$ cat src/rtl/sigma_pkg.sv
// Shared types and sizing helpers for the signed-magnitude accumulator.
// Word-format defaults; a build may predefine N and F to override them.
`ifndef N
`define N 16
`endif
`ifndef F
`define F 8
`endif

package sigma_pkg;

  typedef enum logic {
    ACC  = 1'b0,
    HOLD = 1'b1
  } state_t;

  // Headroom so LEN full-scale terms can never wrap the accumulator.
  function automatic int acc_w(input int n, input int len);
    return n + $clog2(len);
  endfunction

endpackage

$ cat src/rtl/sm_conv.sv
// Signed-magnitude <-> two's-complement converter.
// TO_SM=0 widens an N-bit SM word to W bits; TO_SM=1 narrows a W-bit sum with clipping.
module sm_conv #(
  parameter int N     = 16,
  parameter int W     = 18,
  parameter bit TO_SM = 1'b0,
  parameter int IW    = TO_SM ? W : N,
  parameter int OW    = TO_SM ? N : W
) (
  input  logic [IW-1:0] din,
  output logic [OW-1:0] dout,
  output logic          sat
);

  if (TO_SM) begin : g_to_sm
    localparam logic [W-1:0] MAX_MAG = {{(W-N+1){1'b0}}, {(N-1){1'b1}}};
    logic [W-1:0]   mag_full;
    logic [N-2:0]   mag_clip;

    assign mag_full = din[W-1] ? (~din + 1'b1) : din;
    assign sat      = (mag_full > MAX_MAG);
    assign mag_clip = sat ? {(N-1){1'b1}} : mag_full[N-2:0];
    // A zero magnitude always leaves as +0, never -0.
    assign dout     = {din[W-1] & (|mag_clip), mag_clip};
  end else begin : g_to_tc
    logic [W-1:0] mag_ext;

    assign mag_ext = {{(W-N+1){1'b0}}, din[N-2:0]};
    assign dout    = din[N-1] ? (~mag_ext + 1'b1) : mag_ext;
    assign sat     = 1'b0;
  end

endmodule

$ cat src/rtl/sigma_acc.sv
// Sums LEN (or fewer, on in_last) signed-magnitude terms and presents the clipped
// signed-magnitude result, holding it until the consumer drains it.
module sigma_acc
  import sigma_pkg::*;
#(
  parameter int N   = `N,
  parameter int F   = `F,
  parameter int LEN = 4
) (
  input  logic         clk,
  input  logic         rst_n,
  input  logic [N-1:0] in_data,
  input  logic         in_valid,
  input  logic         in_last,
  output logic         in_ready,
  output logic [N-1:0] out_data,
  output logic         out_valid,
  input  logic         out_ready,
  output logic         out_sat
);

  localparam int ACC_W = acc_w(N, LEN);
  localparam int CNT_W = $clog2(LEN);
  localparam logic [CNT_W-1:0] LAST_CNT = CNT_W'(LEN - 1);
  // F only fixes the binary point for users of the block.
  localparam int unused_f = F;

  state_t             state;
  logic [CNT_W-1:0]   cnt;
  logic [ACC_W-1:0]   acc;
  logic [ACC_W-1:0]   term_tc;
  logic [ACC_W-1:0]   acc_next;
  logic [N-1:0]       sum_sm;
  logic               sum_sat;
  logic               unused_in_sat;
  logic               closing;

  sm_conv #(.N(N), .W(ACC_W), .TO_SM(1'b0)) u_in_conv (
    .din  (in_data),
    .dout (term_tc),
    .sat  (unused_in_sat)
  );

  assign acc_next = acc + term_tc;

  sm_conv #(.N(N), .W(ACC_W), .TO_SM(1'b1)) u_out_conv (
    .din  (acc_next),
    .dout (sum_sm),
    .sat  (sum_sat)
  );

  assign closing = (cnt == LAST_CNT) || in_last;

  // in_ready is a register mirroring state, so out_ready never reaches it combinationally.
  always_ff @(posedge clk or negedge rst_n) begin
    if (!rst_n) begin
      state     <= ACC;
      cnt       <= '0;
      acc       <= '0;
      out_data  <= '0;
      out_valid <= 1'b0;
      out_sat   <= 1'b0;
      in_ready  <= 1'b1;
    end else begin
      case (state)
        ACC: begin
          if (in_valid) begin
            acc <= acc_next;
            if (closing) begin
              state     <= HOLD;
              in_ready  <= 1'b0;
              cnt       <= '0;
              out_data  <= sum_sm;
              out_sat   <= sum_sat;
              out_valid <= 1'b1;
            end else begin
              cnt <= cnt + 1'b1;
            end
          end
        end
        HOLD: begin
          if (out_ready) begin
            state     <= ACC;
            in_ready  <= 1'b1;
            out_valid <= 1'b0;
            acc       <= '0;
          end
        end
        default: begin
          state    <= ACC;
          in_ready <= 1'b1;
        end
      endcase
    end
  end

endmodule

$ cat config.mk
export PLATFORM = sky130hd
export DESIGN_NAME = sigma_acc
export DESIGN_NICKNAME = d
export VERILOG_FILES = /design/src/rtl/sigma_pkg.sv /design/src/rtl/sm_conv.sv /design/src/rtl/sigma_acc.sv
export SDC_FILE = /design/constraint.sdc
export NUM_CORES = 1
export LEC_CHECK = 0
export CORE_MARGIN = 5
export CORE_UTILIZATION = 40
export DETAILED_ROUTE_END_ITERATION = 10
export SYNTH_ARGS = -nofsm -noshare
export SYNTH_HDL_FRONTEND = slang
export SYNTH_SLANG_ARGS = --single-unit
$ cat constraint.sdc
create_clock -name clk -period 10 [get_ports clk]
set_input_delay 1 -clock clk [delete_from_list [all_inputs] [get_ports clk]]
set_output_delay 1 -clock clk [all_outputs]
set_load 0.05 [all_outputs]
==> impl_metrics.toml, run 1 <==
[clock_network]
cts.root.buffer_cell = "sky130_fd_sc_hd__clkbuf_8"
post_cts.repair.setup_buffers = 0
htreeDepth = 2
postCtsHoldBufs = 0
ctsLongestPathBuffers = 2
cts_inserted_buffers = 5
cts_tree = "yes"
ctsResizeCount = 0
clk_pin_slew_ns = 0.07
clock_insertion_delay_worst_skew_ns = 0.30
tritoncts_num_sinks = 40

[placement]
numPortBuffers = 39
cell_area_after_placement_um2 = 3919
dpl_worst_slack_ns = 4.516
gp_congestion = 0.8965
dp_hpwl_um = 6474

[detailed_routing]
remaining_drc_errors = 0
dr_total_vias = 2910
via_per_inst = 5.501
dr.pass1.iters = 4
wl_per_cell_um = 15.60
route.final.wire_length_um = 8250
drtIter0Drc = 155
drtAntennaViolNets = 0

[sta]
setup_violations = 0
timing.final.ws_setup_ns = 4.837
grt_setup_unrepaired = "no"
timing.setup.tns_ns = 0
worstMarginPinSlew_ns = 0.9076
worst_clock_skew_ns = 0.01176
clock.fmax_mhz = 193.7
final.min_clock_period_ns = 5.163
finalHoldViolations = 0
max-slew-margin-rel_pct = 39.49
period_share_pct = 51.63
hold_slack_ns = 0.4748
timing_max_transition_violations_final = 0

[pwr]
pwr_density_cell_nw_per_um2 = 393.5
leakagePower_nw = 1.613
seqPwrFrac_pct = 17.5
internal_power_uw = 720.4
ir_drop_v = 0.0001641
switching_share_pct = 54.33
pwr-share-comb_pct = 75.4
p_sw_uw = 856.9
share_of_total_power_in_the_clock_network_pct = 7.2

[grt]
busiest_layer = "met2"
grt_util_met3_pct = 2.030
gr-usage-met1_pct = 24.54
first_pass_grt_wire_length_um = 14500
global_route.overflow_total = 0
antenna_violations_before_repair = 0
grt.met2_usage_pct = 27.01
globalRouteTotalUtil_pct = 17.13
grt_pass1_vias = 2935
maximum_number_of_pins_on_one_net_before_global_route_repair = 41

[floorplan]
die_area_um2 = 10570
die_width_um = 102.8
fp.dieH_um = 102.8
core_region_um2 = 8299
start_util_pct = 41.50
placementRows = 33
pin_count = 40

[setup_path]
critPathLaunch = "in_data[2]"
crit-reg2reg-launch = "acc[0]"
rr_worst_depth = 12
endpoint_kind = "flip-flop"
r2r_end = "out_data[10]"
worst_ep_arrival_time_ns = 5.34
worstPathMaxFanout = 12
slack_of_the_worst_reg_to_reg_path_ns = 6.32
critical_path_class = "in2reg"
critical_path_required_ns = 10.17
timing.critical_path.from_type = "input port"
setup_crit_end = "out_data[15]"

[final_layout]
antennaDiodeCount = 0
most_frequent_cells_in_the_layout = "sky130_fd_sc_hd__nor2_1 (40), sky130_fd_sc_hd__nand2_1 (40), sky130_fd_sc_hd__dfrtp_1 (39)"
fin_nets = 465
final_area_um2 = 4009
area_growth_pct = 16.38
final_layout_size_suffix_gt1_share_pct = 10.14

[outcome]
run_status = "complete, no violations"

[synthesis]
asyncSetResetFlopFracSynth_pct = 100.0
combined_area_of_all_synthesized_cells_um2 = 3445
yosysSeqAreaShare_pct = 29.10
synth_enable_flop_cells = 0
synth_fp_nets = 431
dominantRegCellSynth = "sky130_fd_sc_hd__dfrtp_1"
syn-instance-count = 389
ys_seq_elements = 40
post_synth.cell_area_avg_um2 = 8.855
synthDistinctLibCells = 68
synth.yosys.warnings = 0

[flow_run]
timing.max_cap.violations = 0

[min_path]
hold_path_class = "reg2reg"
==> sequential cells by signal, indices dropped and copies added (netlist names) <==
name / count
acc: 18
cnt: 2
in_ready: 1
out_data: 16
out_sat: 1
out_valid: 1
state: 1
==> per-layer routing <==
layer	share of wire (%)	up-vias
met3	4.0	11
met5	0	-
met1	50	1350
met2	44	58
li1	-	1491
met4	1.7	0
==> synthesized netlist by cell type, drive strengths merged (13+ instances only) <==
cell type,number,share of area [%]
nand2,41,4.5
xnor2,25,6.6
xor2,16,4.8
dfrtp,39,28
nor2,41,4.5
clkbuf,13,1.4
ha,20,7.3
a21oi,27,4.6
nor3,14,2.0
a31oi,18,5.9
o21ai,28,4.2
==> critical path, cell delays in order <==
cell and delay [ns]:
sky130_fd_sc_hd__clkdlybuf4s50_1 0.46, sky130_fd_sc_hd__nor2_1 0.26, sky130_fd_sc_hd__nand2_1 0.15, sky130_fd_sc_hd__nor2_1 0.15, sky130_fd_sc_hd__nand2_1 0.13, sky130_fd_sc_hd__o41ai_1 0.37
sky130_fd_sc_hd__xnor2_1 0.14, sky130_fd_sc_hd__ha_1 0.44, sky130_fd_sc_hd__a21oi_1 0.34, sky130_fd_sc_hd__nand3_1 0.14, sky130_fd_sc_hd__o31a_4 0.34, sky130_fd_sc_hd__xnor2_2 0.40
sky130_fd_sc_hd__nor2_1 0.07, sky130_fd_sc_hd__a21oi_1 0.33, sky130_fd_sc_hd__nand4_1 0.17, sky130_fd_sc_hd__nor4_2 0.34, sky130_fd_sc_hd__a21oi_1 0.10
==> power by group through the flow <==
stage	Combinational, mW	Sequential [mW]	Clock (mW)
after global routing	1.31	0.286	0.123
after floorplan	0.842	0.378	0
after detailed placement	1.19	0.278	0
after CTS	1.19	0.277	0.117
after global placement	1.17	0.278	0
final	1.19	0.275	0.113
==> cell families after synthesis <==
family	after synthesis	synth area share [%]
AND/OR/NAND/NOR	139	20.20
AO/OA/AOI/OAI	121	27.57
XOR/XNOR	41	11.41
flip-flops	40	29.10
buffers and inverters	24	2.942
adder cells (fa/ha/maj)	21	7.846
multiplexers	3	0.9444
==> cell type report <==
type	instances	area, um2
multi-input cells	325	2344
inverters	9	33.78
clock buffers	8	90.09
repair buffers	42	407.9
flip-flops and latches	40	1002
well taps	105	131.4
fillers	836	4290
==> worst min path at each step <==
| stage | startpoint | endpoint | cells past startpoint |
|---|---|---|---|
| 6_report | out_valid | out_valid | 2 |
| 5_1_grt | out_sat | out_sat | 2 |
| 4_1_cts | out_sat | out_sat | 2 |
| 3_5_place_dp | out_sat | out_sat | 2 |
| 3_3_place_gp | out_valid | out_valid | 2 |
| 2_1_floorplan | acc[0] | acc[0] | 2 |
==> stage by stage <==
step	power (mW)	std cells	util [%]
2_1_floorplan	1.219	389	-
3_3_place_gp	1.451	521	47.22
3_5_place_dp	1.466	521	47.22
4_1_cts	1.582	529	48.30
5_1_grt	1.714	529	48.30
6_report	1.577	529	48.30
No activity file was read; power rests on OpenSTA's default activity.
==> inputs of run 2 (changes only) <==
==> constraint.sdc (replaced) <==
create_clock -name clk -period 5.24 [get_ports clk]
set_input_delay 0.524 -clock clk [delete_from_list [all_inputs] [get_ports clk]]
set_output_delay 0.524 -clock clk [all_outputs]
set_load 0.05 [all_outputs]
==> run 2 against run 1 <==
Sequential share of layout area shrank 0.36 points. Via count grew 1.5%. First-iteration DRC count shrank 16%. Total power grew 97%. Cell area grew 1.5%. Flip-flop and latch count is the same. Clock skew grew 0.00098 ns. Register-to-register slack lost 4.6 ns. Wire length grew 0.42%. Global-route usage shrank 0.16 points. Combinational power grew 93%. Critical path type unchanged. Critical endpoint unchanged. Largest power group unchanged.
==> impl_metrics.toml, run 2 (same netlist as run 1, synthesis figures left out) <==
[outcome]
run_status = "complete, no violations"

[final_layout]
antennaDiodeCount = 0
registers.top_by_ff_count = "acc"
area.sequential_um2 = 1002
layout.cells.non_filler = 532
final_layout_size_suffix_gt1_share_pct = 11.24
fillers = 843
area_growth_pct = 18.09
layout.core_utilization_pct = 49.01
multiInputGateArea_um2 = 2344
flip_flop_count_of_the_largest_register_after_layout = 18
fin_nets = 468
top_regs = "acc (18), out_data (16), cnt (2)"
most_frequent_cells_in_the_layout = "sky130_fd_sc_hd__nor2_1 (40), sky130_fd_sc_hd__nand2_1 (40), sky130_fd_sc_hd__dfrtp_1 (39)"

[setup_path]
worstPathMaxFanout = 18
critical_path_class = "in2reg"
crit_family = "simple AND/OR/NAND/NOR gates"
cp_slowest_stage_delay_ns = 0.56
worst_path_max_delay_cell = "sky130_fd_sc_hd__or4_4"
crit_buf_inv = 1
endpoint_kind = "flip-flop"
timing.critical_path.from_type = "input port"
crit_path_cell_trace = "clkdlybuf4s50_1 > nor2_1 > nand2_1 > nor2_1 > nand2_1 > o41ai_1 > xnor2_1 > ha_1 > a21oi_1 > nand3_1 > o31a_4 > xor2_4 > or4_4 > o211ai_2 > nand2_2 > nor4_2 > a21oi_1"
worst_ep_arrival_time_ns = 4.76
critical_path_required_ns = 5.42

[floorplan]
core_region_um2 = 8299
fp.dieH_um = 102.8
pin_count = 40
die_width_um = 102.8
start_util_pct = 41.50
die_area_um2 = 10570
placementRows = 33

[sta]
grt_setup_unrepaired = "no"
max-slew-margin-rel_pct = 41.49
worstMarginPinSlew_ns = 0.8776
timing_max_transition_violations_final = 0
period_share_pct = 87.51
finalHoldViolations = 0
setup_violations = 0
final.min_clock_period_ns = 4.585
worst_clock_skew_ns = 0.01273
clock.fmax_mhz = 218.1
timing.setup.tns_ns = 0
timing.final.ws_setup_ns = 0.6545

[grt]
globalRouteTotalUtil_pct = 16.96
maximum_number_of_pins_on_one_net_before_global_route_repair = 41
first_pass_grt_wire_length_um = 14300
grt_pass1_vias = 2911
antenna_violations_before_repair = 0
global_route.overflow_total = 0

[detailed_routing]
dr_total_vias = 2954
drtAntennaViolNets = 0
wl_per_cell_um = 15.57
via_per_inst = 5.553
route.final.wire_length_um = 8285
dr.pass1.iters = 4
remaining_drc_errors = 0
drtIter0Drc = 130

[clock_network]
post_cts.repair.setup_buffers = 0
ctsLongestPathBuffers = 2
htreeDepth = 2
tritoncts_num_sinks = 40
ctsResizeCount = 0
cts_tree = "yes"
postCtsHoldBufs = 0
cts.root.buffer_cell = "sky130_fd_sc_hd__clkbuf_8"
clock_insertion_delay_worst_skew_ns = 0.29
clk_pin_slew_ns = 0.08
cts_inserted_buffers = 5

[pwr]
post-layout-total-power_mw = 3.103
pwr_density_cell_nw_per_um2 = 762.8
ir_drop_v = 0.0002462
leakagePower_nw = 1.646

[flow_run]
timing.max_cap.violations = 0

[placement]
dp_hpwl_um = 6676
numPortBuffers = 39
dpl_worst_slack_ns = 0.3413
dpl.cell_count = 524
gp_congestion = 0.9416

[min_path]
hold_path_class = "in2async"
-- run 2: worst reg2reg max path: stages (launching register included) --
cell	delay [ns]
sky130_fd_sc_hd__dfrtp_1	0.38
sky130_fd_sc_hd__ha_1	0.18
sky130_fd_sc_hd__inv_1	0.05
sky130_fd_sc_hd__fa_1	0.39
sky130_fd_sc_hd__nand2b_1	0.19
sky130_fd_sc_hd__a21oi_1	0.26
sky130_fd_sc_hd__xor2_1	0.23
sky130_fd_sc_hd__nor4_1	0.41
sky130_fd_sc_hd__nor3b_2	0.43
sky130_fd_sc_hd__a41oi_1	0.20
sky130_fd_sc_hd__xnor2_1	0.29
sky130_fd_sc_hd__nand2_2	0.08
sky130_fd_sc_hd__nor4_2	0.25
sky130_fd_sc_hd__a21oi_1	0.10
-- run 2: power breakdown --
group	total, mW	internal, mW	switching [mW]	leakage (nW)
logic	2.30	0.848	1.45	1.13
clock network	0.275	0.168	0.107	0.0645
registers	0.526	0.442	0.0844	0.454
-- run 2: layout make-up --
| cell class | instances | area share [%] |
|---|---|---|
| clock inverter | 1 | 0.7382 |
| tap | 105 | 3.230 |
| multi-input combinational | 325 | 57.61 |
| sequential | 40 | 24.64 |
| clock buffer | 7 | 2.369 |
| timing repair buffer | 45 | 10.58 |
| inverter | 9 | 0.8305 |
-- run 2: path summary, 6_finish.rpt --
path	depth (start not counted)	start	to	slack, ns
worst min register to register	2	out_sat	out_sat	0.48
max in group asynchronous	1	rst_n	acc[1]	4.34
worst max-delay path	17	in_data[2]	out_data[15]	0.65
worst max register to register	13	acc[0]	out_data[15]	1.68
min in group clk	2	out_sat	out_sat	0.48
worst min-delay path	1	rst_n	out_data[11]	0.34
-- run 2: per-stage QoR --
| step | hold slack [ns] | area [um2] |
|---|---|---|
| final | 0.3425 | 4068 |
| after CTS | 0.3837 | 4068 |
| after floorplan | 0.2284 | 3445 |
| after global placement | 0.4574 | 3941 |
| after detailed placement | 0.4664 | 3941 |
| after global routing | 0.4378 | 4068 |
-- run 2: layer usage --
layer / vias to the layer above / share of wire [%] / track usage [%]
met5: - / 0 / 0
met4: 0 / 1.6 / 5.179
met3: 9 / 4.5 / 2.300
met2: 67 / 45 / 26.91
met1: 1384 / 49 / 24.06
li1: 1494 / - / -
==> inputs of run 3 (changes only) <==
--- a/config.mk
+++ b/config.mk
@@ -8,6 +8,8 @@
 export CORE_MARGIN = 5
 export CORE_UTILIZATION = 40
 export DETAILED_ROUTE_END_ITERATION = 10
+export GPL_ROUTABILITY_DRIVEN = 0
+export SLEW_MARGIN = 20
 export SYNTH_ARGS = -nofsm -noshare
 export SYNTH_HDL_FRONTEND = slang
 export SYNTH_SLANG_ARGS = --single-unit
==> run 3 against run 2 <==
Flip-flop and latch count stayed put. Worst setup slack worse by 0.015 ns. Hold slack better by 0.021 ns. Clock skew is 0.0065 ns lower. First-iteration DRC count is 0.77% lower. Cell count is 0.19% higher. Sequential share of layout area is 0.18 points higher. Non-clock buffer count is 1 higher. Global-route usage is 0.76 points lower. Register-to-register slack better by 0.04 ns. Critical path depth is 1 lower. Via count is 1.5% higher. Highest routed layer unchanged.
==> impl_metrics.toml, run 3 (same netlist as run 1, synthesis figures left out) <==
[setup_path]
crit-reg2reg-launch = "acc[0]"
worst_ep_arrival_time_ns = 4.81
endpoint_kind = "flip-flop"
critical_path_required_ns = 5.45
worstPathMaxFanout = 15
slack_of_the_worst_reg_to_reg_path_ns = 1.72
timing.critical_path.from_type = "input port"
critical_path_class = "in2reg"
r2r_end = "out_data[10]"
rr_worst_depth = 12

[placement]
numPortBuffers = 39
cell_area_after_placement_um2 = 3949
dpl_worst_slack_ns = 0.3537
dp_hpwl_um = 6494

[clock_network]
ctsLongestPathBuffers = 2
post_cts.repair.setup_buffers = 0
cts.root.buffer_cell = "sky130_fd_sc_hd__clkbuf_8"
clock_insertion_delay_worst_skew_ns = 0.29
ctsResizeCount = 0
clk_pin_slew_ns = 0.07
tritoncts_num_sinks = 40
cts_inserted_buffers = 5
cts_tree = "yes"
postCtsHoldBufs = 0
htreeDepth = 2

[grt]
globalRouteTotalUtil_pct = 16.20
first_pass_grt_wire_length_um = 13700
grt_pass1_vias = 2827
global_route.overflow_total = 0
antenna_violations_before_repair = 0
maximum_number_of_pins_on_one_net_before_global_route_repair = 41

[floorplan]
start_util_pct = 41.50
die_width_um = 102.8
pin_count = 40
die_area_um2 = 10570
placementRows = 33
core_region_um2 = 8299
fp.dieH_um = 102.8

[detailed_routing]
dr_total_vias = 2998
remaining_drc_errors = 0
drtAntennaViolNets = 0
dr.pass1.iters = 4
drtIter0Drc = 129
route.final.wire_length_um = 8111
wl_per_cell_um = 15.22
via_per_inst = 5.625

[sta]
final.min_clock_period_ns = 4.600
period_share_pct = 87.80
setup_violations = 0
timing_max_transition_violations_final = 0
worst_clock_skew_ns = 0.006218
worstMarginPinSlew_ns = 0.8946
grt_setup_unrepaired = "no"
finalHoldViolations = 0
timing.setup.tns_ns = 0
timing.final.ws_setup_ns = 0.6395
max-slew-margin-rel_pct = 40.36
clock.fmax_mhz = 217.4

[final_layout]
area_growth_pct = 17.25
antennaDiodeCount = 0
multiInputGateArea_um2 = 2344
fin_nets = 469
fillers = 816
layout.core_utilization_pct = 48.67
most_frequent_cells_in_the_layout = "sky130_fd_sc_hd__nor2_1 (40), sky130_fd_sc_hd__nand2_1 (40), sky130_fd_sc_hd__dfrtp_1 (39)"
area.sequential_um2 = 1002
registers.top_by_ff_count = "acc"
top_regs = "acc (18), out_data (16), cnt (2)"
flip_flop_count_of_the_largest_register_after_layout = 18
final_layout_size_suffix_gt1_share_pct = 10.98
final_area_um2 = 4039

[outcome]
run_status = "complete, no violations"

[min_path]
hold_path_class = "in2async"

[flow_run]
timing.max_cap.violations = 0
-- run 3: worst max-delay path: stages --
cell and delay [ns]:
sky130_fd_sc_hd__clkdlybuf4s50_1 0.46, sky130_fd_sc_hd__nor2_1 0.31, sky130_fd_sc_hd__nand2_1 0.15, sky130_fd_sc_hd__nor2_1 0.15, sky130_fd_sc_hd__nand2_1 0.12, sky130_fd_sc_hd__o21ai_0 0.22
sky130_fd_sc_hd__xnor2_1 0.18, sky130_fd_sc_hd__ha_1 0.35, sky130_fd_sc_hd__a21oi_1 0.26, sky130_fd_sc_hd__o21ai_0 0.24, sky130_fd_sc_hd__or4_1 0.44, sky130_fd_sc_hd__mux2_2 0.27
sky130_fd_sc_hd__nand3_1 0.18, sky130_fd_sc_hd__and4bb_1 0.27, sky130_fd_sc_hd__a211o_4 0.47, sky130_fd_sc_hd__a31oi_1 0.21
-- run 3: routing by layer --
| layer | up-vias | part of all wire (%) | GRT usage (%) |
|---|---|---|---|
| met5 | - | 0 | 0 |
| met4 | 0 | 1.5 | 4.781 |
| met3 | 9 | 4.7 | 2.300 |
| met2 | 86 | 45 | 26.02 |
| met1 | 1394 | 49 | 22.72 |
| li1 | 1509 | - | - |
-- run 3: stage by stage --
stage | hold WS (ns) | instances
global placement | 0.4565 | 525
finish | 0.3635 | 533
floorplan | 0.2284 | 389
global route | 0.4353 | 533
detailed placement | 0.4668 | 525
CTS | 0.3987 | 533
-- run 3: worst max-delay path by stage --
stage	endpoint	slack, ns	startpoint	cells after the start
6_report	out_data[10]	0.64	in_data[2]	16
5_1_grt	out_data[7]	0.29	in_data[3]	16
4_1_cts	out_data[8]	0.65	in_data[2]	16
3_5_place_dp	out_data[8]	0.35	in_data[2]	16
3_3_place_gp	out_data[7]	0.44	in_data[2]	16
2_1_floorplan	out_data[1]	1.31	in_data[3]	17
-- run 3: final cells by class --
class / count / share of cell area [%]
multi-input combinational: 325 / 58.02
sequential: 40 / 24.81
timing repair buffer: 46 / 10.84
tap: 105 / 3.253
clock buffer: 8 / 2.230
inverter: 9 / 0.8364
Power of run 3 is not shown: default switching activity piles up to over one toggle a cycle in this logic, so the estimate is an artifact.
==> patch (config.mk and constraints of run 2) <==
Reset style: synchronous (`rst_n`), changed in one clocked block.
--- a/src/rtl/sigma_acc.sv
+++ b/src/rtl/sigma_acc.sv
@@ -54,3 +54,3 @@
   // in_ready is a register mirroring state, so out_ready never reaches it combinationally.
-  always_ff @(posedge clk or negedge rst_n) begin
+  always_ff @(posedge clk) begin
     if (!rst_n) begin
Behaviour: differs if rst_n is asserted again (counterexample within 4 cycles, from zero or initial values and one cycle with rst_n low); with rst_n held inactive, the same outputs for 4 cycles.
==> patch against run 2 <==
  * First-iteration DRC count is 15% lower
  * Area after synthesis is 1.4% higher
  * Cell area is 2.7% higher
  * Critical path type unchanged
  * Routed wire length is 6.8% higher
  * Sequential share of layout area is 5.5 points lower
  * Worst setup slack worse by 120 ps
  * Register-to-register slack worse by 340 ps
  * Critical endpoint is now out_sat
  * Worst hold slack better by 120 ps
  * Sequential cell count stayed put
  * Die area is 1.2% higher
  * Count of clock-buffer cells in the layout is 2 lower
Power is not compared: it rests on default switching activity, and its combinational part moved more than twofold at a synthesized area within 25%.
==> patch: results (changes against run 2) <==
| Metric | Value |
|---|---|
| Non-filler instance count after layout | `561 (was 532)` |
| Arr. time, crit path | `4910 ps (was 4760 ps)` |
| Setup Slack @ Placement | `181 ps (was 341 ps)` |
| Setup Skew | `9.92 ps (was 12.7 ps)` |
| Sequential cell area fraction in the yosys report | `22.9% (was 29.1%)` |
| First-pass GRT wire length | `15200 um (was 14300 um)` |
| FILL cells | `872 (was 843)` |
| Slowest CP cell | `clkdlybuf4s50_1 (was or4_4)` |
| GP Congestion | `0.822 (was 0.942)` |
| Top_reg_cell synth | `dfxtp_1 (was dfrtp_1)` |
| Outcome | `completed (unchanged)` |
| Yosys top cell area share | `22.9% (was 28.3%)` |
| Post-synth ARST share | `0% (was 100%)` |
| Gr usage total | `17.8% (was 17.0%)` |
| DR vias | `3162 (was 2954)` |
| Share of cells above drive strength 1 | `12.8% (was 11.2%)` |
| Largest cells by area after synthesis | `dfxtp_1 (23%), xnor2_1 (8.8%), ha_1 (7.2%), a31oi_4 (5.5%), o21ai_0 (5.0%) (was dfrtp_1 (28%), ha_1 (7.3%), xnor2_1 (6.1%), nor2_1 (4.5%), nand2_1 (4.4%))` |
| Syn Nets | `450 (was 431)` |
| Vias in the first global route | `3132 (was 2911)` |
| CP peak stage delay | `530 ps (was 560 ps)` |
| Largest net degree at the start of global routing | `42 (was 41)` |
| DR iter-0 viols | `111 (was 130)` |
| Least-Margin Pin Slew | `1030 ps (was 878 ps)` |
| Worst skew pair latency | `310 ps (was 290 ps)` |
| Placed instance count | `553 (was 524)` |
| Fin nets | `494 (was 468)` |
| Final wirelength | `8850 um (was 8290 um)` |
patch: power by group through the flow:
stage | clock [W] | combinational (W) | sequential [W]
global placement | 0 | 0.000893 | 0.000365
global route | 0.000297 | 0.000985 | 0.000364
floorplan | 0 | 0.000616 | 0.000409
CTS | 0.000284 | 0.000900 | 0.000359
detailed placement | 0 | 0.000896 | 0.000366
finish | 0.000273 | 0.000899 | 0.000359
patch: cell type report:
class | count | area (um^2) | share of cell area, %
Clock buffer | 5 | 68.8 | 1.65
Clock inverter | 3 | 46.3 | 1.11
Inverter | 9 | 33.8 | 0.809
Multi-Input combinational cell | 341 | 2570 | 61.5
Sequential cell | 40 | 801 | 19.2
Tap cell | 108 | 135 | 3.24
Timing Repair Buffer | 55 | 523 | 12.5
patch: cells by family (layout without fill, tap and decap cells):
family / Yosys count / after routing / share of synthesized area [%]
simple gates: 137 / 137 / 21.5
compound gates: 134 / 134 / 31.1
xor+xnor: 48 / 48 / 12.7
flops: 40 / 40 / 22.9
buf+inv: 27 / 72 / 3.69
fa+ha+maj: 21 / 21 / 7.74
mux: 1 / 1 / 0.287
patch: final timing paths:
path              depth (start not counted)  slack (ps)            to    startpoint
hold reg to reg                           2         460  out_data[15]  out_data[15]
setup / recovery                         18         540       out_sat    in_data[0]
setup reg to reg                         14        1340       out_sat        acc[0]
hold / removal                            2         460  out_data[15]  out_data[15]
patch: layer usage:
layer | share of wire [%] | global-route usage [%] | vias to the layer above | routed length [um]
met4 | 1.4 | 4.58 | 0 | 121
met2 | 45 | 29.7 | 61 | 4000
met3 | 4.6 | 2.48 | 8 | 410
met1 | 49 | 24.1 | 1483 | 4320
met5 | 0 | 0 | - | 0
li1 | - | - | 1610 | -
patch: tightest hold or removal path, delay by kind of cell, from the launching register on:
family,cells,cell delay (ps)
DFF,1,320
and+or+nand+nor,2,100
